[config.mk]
export PLATFORM = sky130hd
export DESIGN_NAME = alarm_entry_ctrl
export DESIGN_NICKNAME = d
export VERILOG_FILES = /design/src/rtl/alarm_clock_pkg.sv /design/src/rtl/alarm_entry_ctrl_timeout.sv /design/src/rtl/alarm_entry_ctrl.sv
export SDC_FILE = /design/constraint.sdc
export NUM_CORES = 1
export LEC_CHECK = 0
export ABC_AREA = 1
export CORE_MARGIN = 8
export CORE_UTILIZATION = 40
export CTS_BUF_LIST = sky130_fd_sc_hd__clkbuf_8 sky130_fd_sc_hd__clkbuf_16
export CTS_CLUSTER_SIZE = 40
export DETAILED_ROUTE_END_ITERATION = 6
export PLACE_DENSITY = 0.64
export SLEW_MARGIN = 40
export SYNTH_ARGS = -nofsm -noshare
export SYNTH_HDL_FRONTEND = slang
export SYNTH_HIERARCHICAL = 1
export SYNTH_SLANG_ARGS = --single-unit
[constraint.sdc]
create_clock -name clock -period 2.7 [get_ports clock]
set_input_delay 0.405 -clock clock [delete_from_list [all_inputs] [get_ports clock]]
set_output_delay 0.405 -clock clock [all_outputs]
set_load 0.1 [all_outputs]
[src/rtl/alarm_clock_pkg.sv]
// Shared constants for the alarm clock keypad path: key codes, entry FSM
// encoding and the BCD limits of a 24-hour HH:MM time.
package alarm_clock_pkg;

  localparam logic [3:0] KEY_ALARM_CODE  = 4'd10;
  localparam logic [3:0] KEY_CANCEL_CODE = 4'd11;
  localparam logic [3:0] KEY_DIGIT_MAX   = 4'd9;

  localparam int HOURS_MAX   = 23;
  localparam int MINUTES_MAX = 59;

  // Per-digit limits derived from HH <= 23 and MM <= 59.
  localparam logic [3:0] BCD_DIGIT_MAX   = 4'd9;
  localparam logic [3:0] HR_TENS_MAX     = 4'(HOURS_MAX / 10);
  localparam logic [3:0] HR_UNITS_AT_TOP = 4'(HOURS_MAX % 10);
  localparam logic [3:0] MIN_TENS_MAX    = 4'(MINUTES_MAX / 10);

  localparam logic [2:0] DIGITS_FULL = 3'd4;

  typedef enum logic [1:0] {
    ST_IDLE  = 2'd0,
    ST_ENTRY = 2'd1,
    ST_LOAD  = 2'd2
  } entry_state_t;

endpackage

[src/rtl/alarm_entry_ctrl_timeout.sv]
// Inactivity counter for an alarm entry: counts one_second ticks while enabled
// and pulses o_expire on the tick that reaches TIMEOUT_SEC.
module entry_timeout_counter #(
  parameter int TIMEOUT_SEC = 10
) (
  input  logic i_clock,
  input  logic i_reset,
  input  logic i_enable,
  input  logic i_clear,
  input  logic i_tick,
  output logic o_expire
);

  localparam int CW = $clog2(TIMEOUT_SEC + 1);
  localparam logic [CW-1:0] LAST_COUNT = CW'(TIMEOUT_SEC - 1);

  logic [CW-1:0] r_count;
  logic          w_advance;

  // A key in the same cycle as a tick wins: the tick is not counted.
  assign w_advance = i_enable && i_tick && !i_clear;
  assign o_expire  = w_advance && (r_count == LAST_COUNT);

  always_ff @(posedge i_clock or negedge i_reset) begin
    if (!i_reset) begin
      r_count <= '0;
    end else if (!i_enable || i_clear || o_expire) begin
      r_count <= '0;
    end else if (w_advance) begin
      r_count <= r_count + 1'b1;
    end
  end

endmodule

[src/rtl/alarm_entry_ctrl.sv]
// Keypad entry controller: collects four BCD digits as HH:MM, validates a
// 24-hour time and issues a one-cycle load strobe to the alarm register.
module alarm_entry_ctrl #(
  parameter int         TIMEOUT_SEC = 10,
  parameter logic [3:0] KEY_ALARM   = alarm_clock_pkg::KEY_ALARM_CODE,
  parameter logic [3:0] KEY_CANCEL  = alarm_clock_pkg::KEY_CANCEL_CODE
) (
  input  logic       clock,
  input  logic       reset,
  input  logic       one_second,
  input  logic       key_valid,
  input  logic [3:0] key,
  output logic [3:0] new_alarm_ms_hr,
  output logic [3:0] new_alarm_ls_hr,
  output logic [3:0] new_alarm_ms_min,
  output logic [3:0] new_alarm_ls_min,
  output logic       load_new_alarm,
  output logic       entry_active,
  output logic [2:0] digit_count,
  output logic       entry_error,
  output logic [1:0] dbg_state
);

  import alarm_clock_pkg::*;

  entry_state_t r_state;
  logic [3:0]   r_ms_hr, r_ls_hr, r_ms_min, r_ls_min;
  logic [2:0]   r_count;
  logic         r_load, r_error, r_active;

  logic w_key_digit, w_key_alarm, w_key_cancel, w_key_accept;
  logic w_commit_ok, w_expire;

  function automatic logic time_ok(input logic [3:0] h1, input logic [3:0] h0,
                                   input logic [3:0] m1, input logic [3:0] m0);
    logic hours_ok;
    hours_ok = ((h1 < HR_TENS_MAX) && (h0 <= BCD_DIGIT_MAX)) ||
               ((h1 == HR_TENS_MAX) && (h0 <= HR_UNITS_AT_TOP));
    return hours_ok && (m1 <= MIN_TENS_MAX) && (m0 <= BCD_DIGIT_MAX);
  endfunction

  assign w_key_digit  = key_valid && (key <= KEY_DIGIT_MAX);
  assign w_key_alarm  = key_valid && (key == KEY_ALARM);
  assign w_key_cancel = key_valid && (key == KEY_CANCEL);
  assign w_key_accept = w_key_digit || w_key_alarm || w_key_cancel;
  assign w_commit_ok  = (r_count == DIGITS_FULL) &&
                        time_ok(r_ms_hr, r_ls_hr, r_ms_min, r_ls_min);

  entry_timeout_counter #(
    .TIMEOUT_SEC(TIMEOUT_SEC)
  ) u_timeout (
    .i_clock (clock),
    .i_reset (reset),
    .i_enable(r_state == ST_ENTRY),
    .i_clear (w_key_accept),
    .i_tick  (one_second),
    .o_expire(w_expire)
  );

  always_ff @(posedge clock or negedge reset) begin
    if (!reset) begin
      r_state  <= ST_IDLE;
      r_ms_hr  <= '0;
      r_ls_hr  <= '0;
      r_ms_min <= '0;
      r_ls_min <= '0;
      r_count  <= '0;
      r_load   <= 1'b0;
      r_error  <= 1'b0;
      r_active <= 1'b0;
    end else begin
      r_load  <= 1'b0;
      r_error <= 1'b0;
      case (r_state)
        ST_IDLE: begin
          if (w_key_alarm) begin
            r_state  <= ST_ENTRY;
            r_active <= 1'b1;
            r_ms_hr  <= '0;
            r_ls_hr  <= '0;
            r_ms_min <= '0;
            r_ls_min <= '0;
            r_count  <= '0;
          end
        end
        ST_ENTRY: begin
          if (w_key_digit) begin
            // A fifth digit is swallowed; it still restarts the timeout.
            if (r_count != DIGITS_FULL) begin
              r_ms_hr  <= r_ls_hr;
              r_ls_hr  <= r_ms_min;
              r_ms_min <= r_ls_min;
              r_ls_min <= key;
              r_count  <= r_count + 3'd1;
            end
          end else if (w_key_alarm) begin
            r_active <= 1'b0;
            if (w_commit_ok) begin
              r_state <= ST_LOAD;
              r_load  <= 1'b1;
            end else begin
              r_state  <= ST_IDLE;
              r_error  <= 1'b1;
              r_ms_hr  <= '0;
              r_ls_hr  <= '0;
              r_ms_min <= '0;
              r_ls_min <= '0;
              r_count  <= '0;
            end
          end else if (w_key_cancel || w_expire) begin
            r_state  <= ST_IDLE;
            r_active <= 1'b0;
            r_ms_hr  <= '0;
            r_ls_hr  <= '0;
            r_ms_min <= '0;
            r_ls_min <= '0;
            r_count  <= '0;
          end
        end
        ST_LOAD: begin
          // Buffer keeps the committed time so the alarm register sees it stable.
          r_state <= ST_IDLE;
          r_count <= '0;
        end
        default: begin
          r_state  <= ST_IDLE;
          r_active <= 1'b0;
          r_count  <= '0;
        end
      endcase
    end
  end

  assign new_alarm_ms_hr  = r_ms_hr;
  assign new_alarm_ls_hr  = r_ls_hr;
  assign new_alarm_ms_min = r_ms_min;
  assign new_alarm_ls_min = r_ls_min;
  assign load_new_alarm   = r_load;
  assign entry_error      = r_error;
  assign entry_active     = r_active;
  assign digit_count      = r_count;
  assign dbg_state        = r_state;

endmodule

==> report_table.html <==
<table>
<tr><th>Metric</th><th>Value</th></tr>
<tr><th colspan="2">Clock network</th></tr>
<tr><td>Post-CTS Resized</td><td>0</td></tr>
<tr><td>Clock net sink count</td><td>28</td></tr>
<tr><td>Max Root-Sink Buffers</td><td>2</td></tr>
<tr><td>Cts bufs inserted</td><td>3</td></tr>
<tr><td>Count of hold buffers inserted by post-cts repair</td><td>0</td></tr>
<tr><td>Worst-skew pair later-pin latency</td><td>about 270 ps</td></tr>
<tr><td>Buffer type at the clock tree root</td><td>sky130_fd_sc_hd__clkbuf_8</td></tr>
<tr><td>Postcts setup bufs</td><td>0</td></tr>
<tr><td>Number of levels the H-tree was split into</td><td>1</td></tr>
<tr><td>Clock slew seen by the registers of the worst setup and hold paths</td><td>approximately 90 ps</td></tr>
<tr><td>Clock tree from TritonCTS</td><td>done</td></tr>
<tr><th colspan="2">Timing</th></tr>
<tr><td>Ratio of final minimum period to clock period</td><td>about four fifths</td></tr>
<tr><td>Hold Vio Cnt, Final</td><td>0</td></tr>
<tr><td>Final worst clock skew</td><td>4.84 ps</td></tr>
<tr><td>FMAX</td><td>463 MHz</td></tr>
<tr><td>Post-route minimum period</td><td>roughly 2200 ps</td></tr>
<tr><td>Pin slew with the least headroom to its limit</td><td>~370 ps</td></tr>
<tr><td>Rel. slew slack</td><td>between 70 and 80%</td></tr>
<tr><td>Setup total negative slack</td><td>0 ps</td></tr>
<tr><td>Unrepaired setup endpoints after global routing</td><td>false</td></tr>
<tr><td>Max-slew violation total from the final report</td><td>0</td></tr>
<tr><td>Final setup violating endpoints</td><td>0</td></tr>
<tr><td>Post-route worst setup slack</td><td>539 ps</td></tr>
<tr><th colspan="2">Logic synthesis</th></tr>
<tr><td>Unique cell type count in the Yosys netlist</td><td>28</td></tr>
<tr><td>Seq/Total Area, Yosys</td><td>around 44%</td></tr>
<tr><td>Nets in the synthesized netlist</td><td>about 220</td></tr>
<tr><td>Post-synth EDFFs</td><td>0</td></tr>
<tr><td>Number of synthesis warnings</td><td>6</td></tr>
<tr><td>FF+latch count, synth</td><td>28</td></tr>
<tr><td>Share of flip-flops with an asynchronous set or reset</td><td>100%</td></tr>
<tr><td>Cells after synthesis</td><td>207</td></tr>
<tr><td>Post-Synthesis Mean Instance Area</td><td>7.77 µm²</td></tr>
<tr><td>Cell area after synthesis</td><td>1610 µm²</td></tr>
<tr><td>Top_reg_cell synth</td><td>sky130_fd_sc_hd__dfrtp_1</td></tr>
<tr><th colspan="2">Finish</th></tr>
<tr><td>Layout-stage area growth over the synthesis result</td><td>23.7%</td></tr>
<tr><td>Finished Cell Area</td><td>1990 µm²</td></tr>
<tr><td>Leading cell types in the layout, fill and taps excluded</td><td>sky130_fd_sc_hd__nand2_1 (53), sky130_fd_sc_hd__inv_1 (28), sky130_fd_sc_hd__dfrtp_1 (28), sky130_fd_sc_hd__buf_4 (28), sky130_fd_sc_hd__nor2_1 (24)</td></tr>
<tr><td>Number of inserted diodes</td><td>0</td></tr>
<tr><td>Commonest non-fill, non-tap cell in the layout</td><td>sky130_fd_sc_hd__nand2_1</td></tr>
<tr><td>Share of final-layout standard cells stronger than drive strength 1</td><td>25.0%</td></tr>
<tr><td>Final net count</td><td>253</td></tr>
<tr><th colspan="2">Placement</th></tr>
<tr><td>HPWL after detailed placement</td><td>2590 µm</td></tr>
<tr><td>Routability-driven placement congestion ratio</td><td>0.791</td></tr>
<tr><td>Setup slack at placement</td><td>226 ps</td></tr>
<tr><td>Dpl cell area</td><td>1920 µm²</td></tr>
<tr><td>Port-buffer cells</td><td>31</td></tr>
<tr><th colspan="2">Die</th></tr>
<tr><td>Floorplan die height</td><td>79.4 µm</td></tr>
<tr><td>Area of the die</td><td>between 6000 and 7000 µm²</td></tr>
<tr><td>Rows</td><td>23</td></tr>
<tr><td>Initial core utilization</td><td>40.8%</td></tr>
<tr><td>Number of top-level pins</td><td>32</td></tr>
<tr><td>Core Area</td><td>3940 µm²</td></tr>
<tr><td>Overall die width</td><td>79.4 µm</td></tr>
<tr><th colspan="2">Power and ir drop</th></tr>
<tr><td>Pleak</td><td>1.05 nW</td></tr>
<tr><td>Comb pwr share</td><td>36.6%</td></tr>
<tr><td>Share of total power consumed by net switching</td><td>41.5%</td></tr>
<tr><td>P_int</td><td>0.763 mW</td></tr>
<tr><td>Worst supply voltage drop on vdd</td><td>~0.29 mV</td></tr>
<tr><td>Power dissipated by switching net loads</td><td>0.541 mW</td></tr>
<tr><td>Share of power burned in registers</td><td>38.1%</td></tr>
<tr><td>Clk network pwr share</td><td>25.4%</td></tr>
<tr><td>Power per cell area</td><td>655 nW/µm²</td></tr>
<tr><th colspan="2">Detailed routing</th></tr>
<tr><td>Total via count in the routed design</td><td>about 1,400</td></tr>
<tr><td>DR vias/cell</td><td>4.70</td></tr>
<tr><td>Length of the first detailed-routing pass in iterations</td><td>4</td></tr>
<tr><td>Average routed wire per standard cell</td><td>12.2 µm</td></tr>
<tr><td>Post-route DRC</td><td>0</td></tr>
<tr><td>Wirelength, routed</td><td>3550 µm</td></tr>
<tr><td>Antenna viol nets, final</td><td>0</td></tr>
<tr><td>Drt first-iter violations</td><td>~120</td></tr>
<tr><th colspan="2">GRT</th></tr>
<tr><td>Antenna violations before repair</td><td>0</td></tr>
<tr><td>Via count of the first global-routing pass</td><td>1,416</td></tr>
<tr><td>Pin count of the biggest net entering global routing</td><td>29</td></tr>
<tr><td>GRT Total Usage</td><td>between 10 and 15%</td></tr>
<tr><td>Sum of overflow across all layers after global routing</td><td>0</td></tr>
<tr><td>Global-route wire length before repair</td><td>6380 µm</td></tr>
<tr><th colspan="2">Setup path</th></tr>
<tr><td>Critical path launch point type</td><td>input pin</td></tr>
<tr><td>Maximum fanout along the worst path</td><td>16</td></tr>
<tr><td>Required time worst endpoint</td><td>between 2000 and 3000 ps</td></tr>
<tr><td>Type of destination of the critical path</td><td>flop</td></tr>
<tr><td>Crit path arrival time</td><td>about 2300 ps</td></tr>
<tr><td>Classification of the worst setup path</td><td>input pin to flop</td></tr>
<tr><th colspan="2">Outcome</th></tr>
<tr><td>Result of the run</td><td>complete, no violations</td></tr>
<tr><th colspan="2">Run</th></tr>
<tr><td>Count of maximum capacitance violations</td><td>0</td></tr>
<tr><th colspan="2">Hold path</th></tr>
<tr><td>Class of the worst hold path</td><td>flop to flop</td></tr>
</table>
## sequential cells by signal (all words and copies together), names as in the netlist
signal             flops
entry_active           1
dbg_state              2
load_new_alarm         1
new_alarm_ls_min       4
digit_count            3
new_alarm_ms_hr        4
new_alarm_ls_hr        4
entry_error            1
new_alarm_ms_min       4
u_timeout/r_count      4
## kinds of logic after synthesis
logic type	count (synthesis)	synth area share, %
AOI/OAI and AO/OA	10	3.50
xor gates and xnor gates	2	1.09
adders and majority gates	4	3.11
buffers and inverters	39	9.88
DFF	28	43.6
and+or+nand+nor	124	38.8
## synth_stat cells, types with 3 or more instances
cell type	n	share of area, %
sky130_fd_sc_hd__clkbuf_1	3	0.70
sky130_fd_sc_hd__dfrtp_1	28	44
sky130_fd_sc_hd__ha_1	4	3.1
sky130_fd_sc_hd__inv_1	28	6.5
sky130_fd_sc_hd__inv_2	4	0.93
sky130_fd_sc_hd__nand2_1	53	12
sky130_fd_sc_hd__nand2_2	14	5.4
sky130_fd_sc_hd__nand3_1	5	1.6
sky130_fd_sc_hd__nand3_2	3	1.9
sky130_fd_sc_hd__nand4_1	18	7.0
sky130_fd_sc_hd__nor2_1	24	5.6
sky130_fd_sc_hd__o21ai_1	5	1.6
## metrics by stage
| stage | hold slack [ps] | power, mW | cells | utilization (%) |
|---|---|---|---|---|
| after detailed placement | 464 | 0.986 | 286 | 48.7 |
| after global placement | 463 | 0.984 | 286 | 48.7 |
| after CTS | 486 | 1.32 | 290 | 50.5 |
| after floorplan | 109 | 0.875 | 207 | - |
| after global routing | 529 | 1.37 | 290 | 50.5 |
| final | 480 | 1.30 | 290 | 50.5 |
## worst paths after layout
| path | slack [ps] | cells past startpoint | to | startpoint |
|---|---|---|---|---|
| worst max-delay path | 540 | 16 | new_alarm_ms_hr[0]$_DFFE_PN0P_ | key[2] |
| worst min-delay path | 480 | 2 | entry_active$_DFFE_PN0P_ | entry_active$_DFFE_PN0P_ |
| worst max register to register | 680 | 14 | new_alarm_ms_hr[0]$_DFFE_PN0P_ | dbg_state[1]$_DFFE_PN0P_ |
| worst min register to register | 480 | 2 | entry_active$_DFFE_PN0P_ | entry_active$_DFFE_PN0P_ |
| max in group asynchronous | 1930 | 2 | new_alarm_ms_hr[1]$_DFFE_PN0P_ | reset |
| min in group asynchronous | 500 | 2 | dbg_state[0]$_DFFE_PN0P_ | reset |
## layer usage
layer,track usage (%),share of wire [%],up-vias
met5,0,0,-
met4,3.89,0.68,0
met3,2.36,5.1,2
met2,19.6,46,26
met1,16.4,48,621
li1,-,-,713
## power by group through the flow
stage | clock [mW] | sequential, mW | combinational (mW)
after floorplan | 0 | 0.726 | 0.149
after global placement | 0 | 0.506 | 0.478
after detailed placement | 0 | 0.505 | 0.481
after CTS | 0.342 | 0.497 | 0.482
after global routing | 0.355 | 0.505 | 0.515
final | 0.331 | 0.497 | 0.477
## cell type report
cell class / count / area, µm²
clock buffers: 3 / 41.3
clock inverters: 1 / 30.0
fillers: 406 / 1950
inverters: 33 / 126
multi-input cells: 140 / 748
flip-flops and latches: 28 / 701
well taps: 50 / 62.6
repair buffers: 35 / 280
## worst max-delay path: stages
cell and delay [ps]:
sky130_fd_sc_hd__clkdlybuf4s50_1 510, sky130_fd_sc_hd__inv_1 70, sky130_fd_sc_hd__nand2_1 70, sky130_fd_sc_hd__nor2_2 50, sky130_fd_sc_hd__inv_1 50, sky130_fd_sc_hd__nand2_1 90
sky130_fd_sc_hd__nor3_1 190, sky130_fd_sc_hd__inv_1 50, sky130_fd_sc_hd__nand3_1 90, sky130_fd_sc_hd__nor2_1 50, sky130_fd_sc_hd__nand2_1 60, sky130_fd_sc_hd__nand2_2 80
sky130_fd_sc_hd__nor2_8 150, sky130_fd_sc_hd__nand3_4 240, sky130_fd_sc_hd__nand2_1 130, sky130_fd_sc_hd__nand2_1 50
No activity file was read; power rests on OpenSTA's default activity.
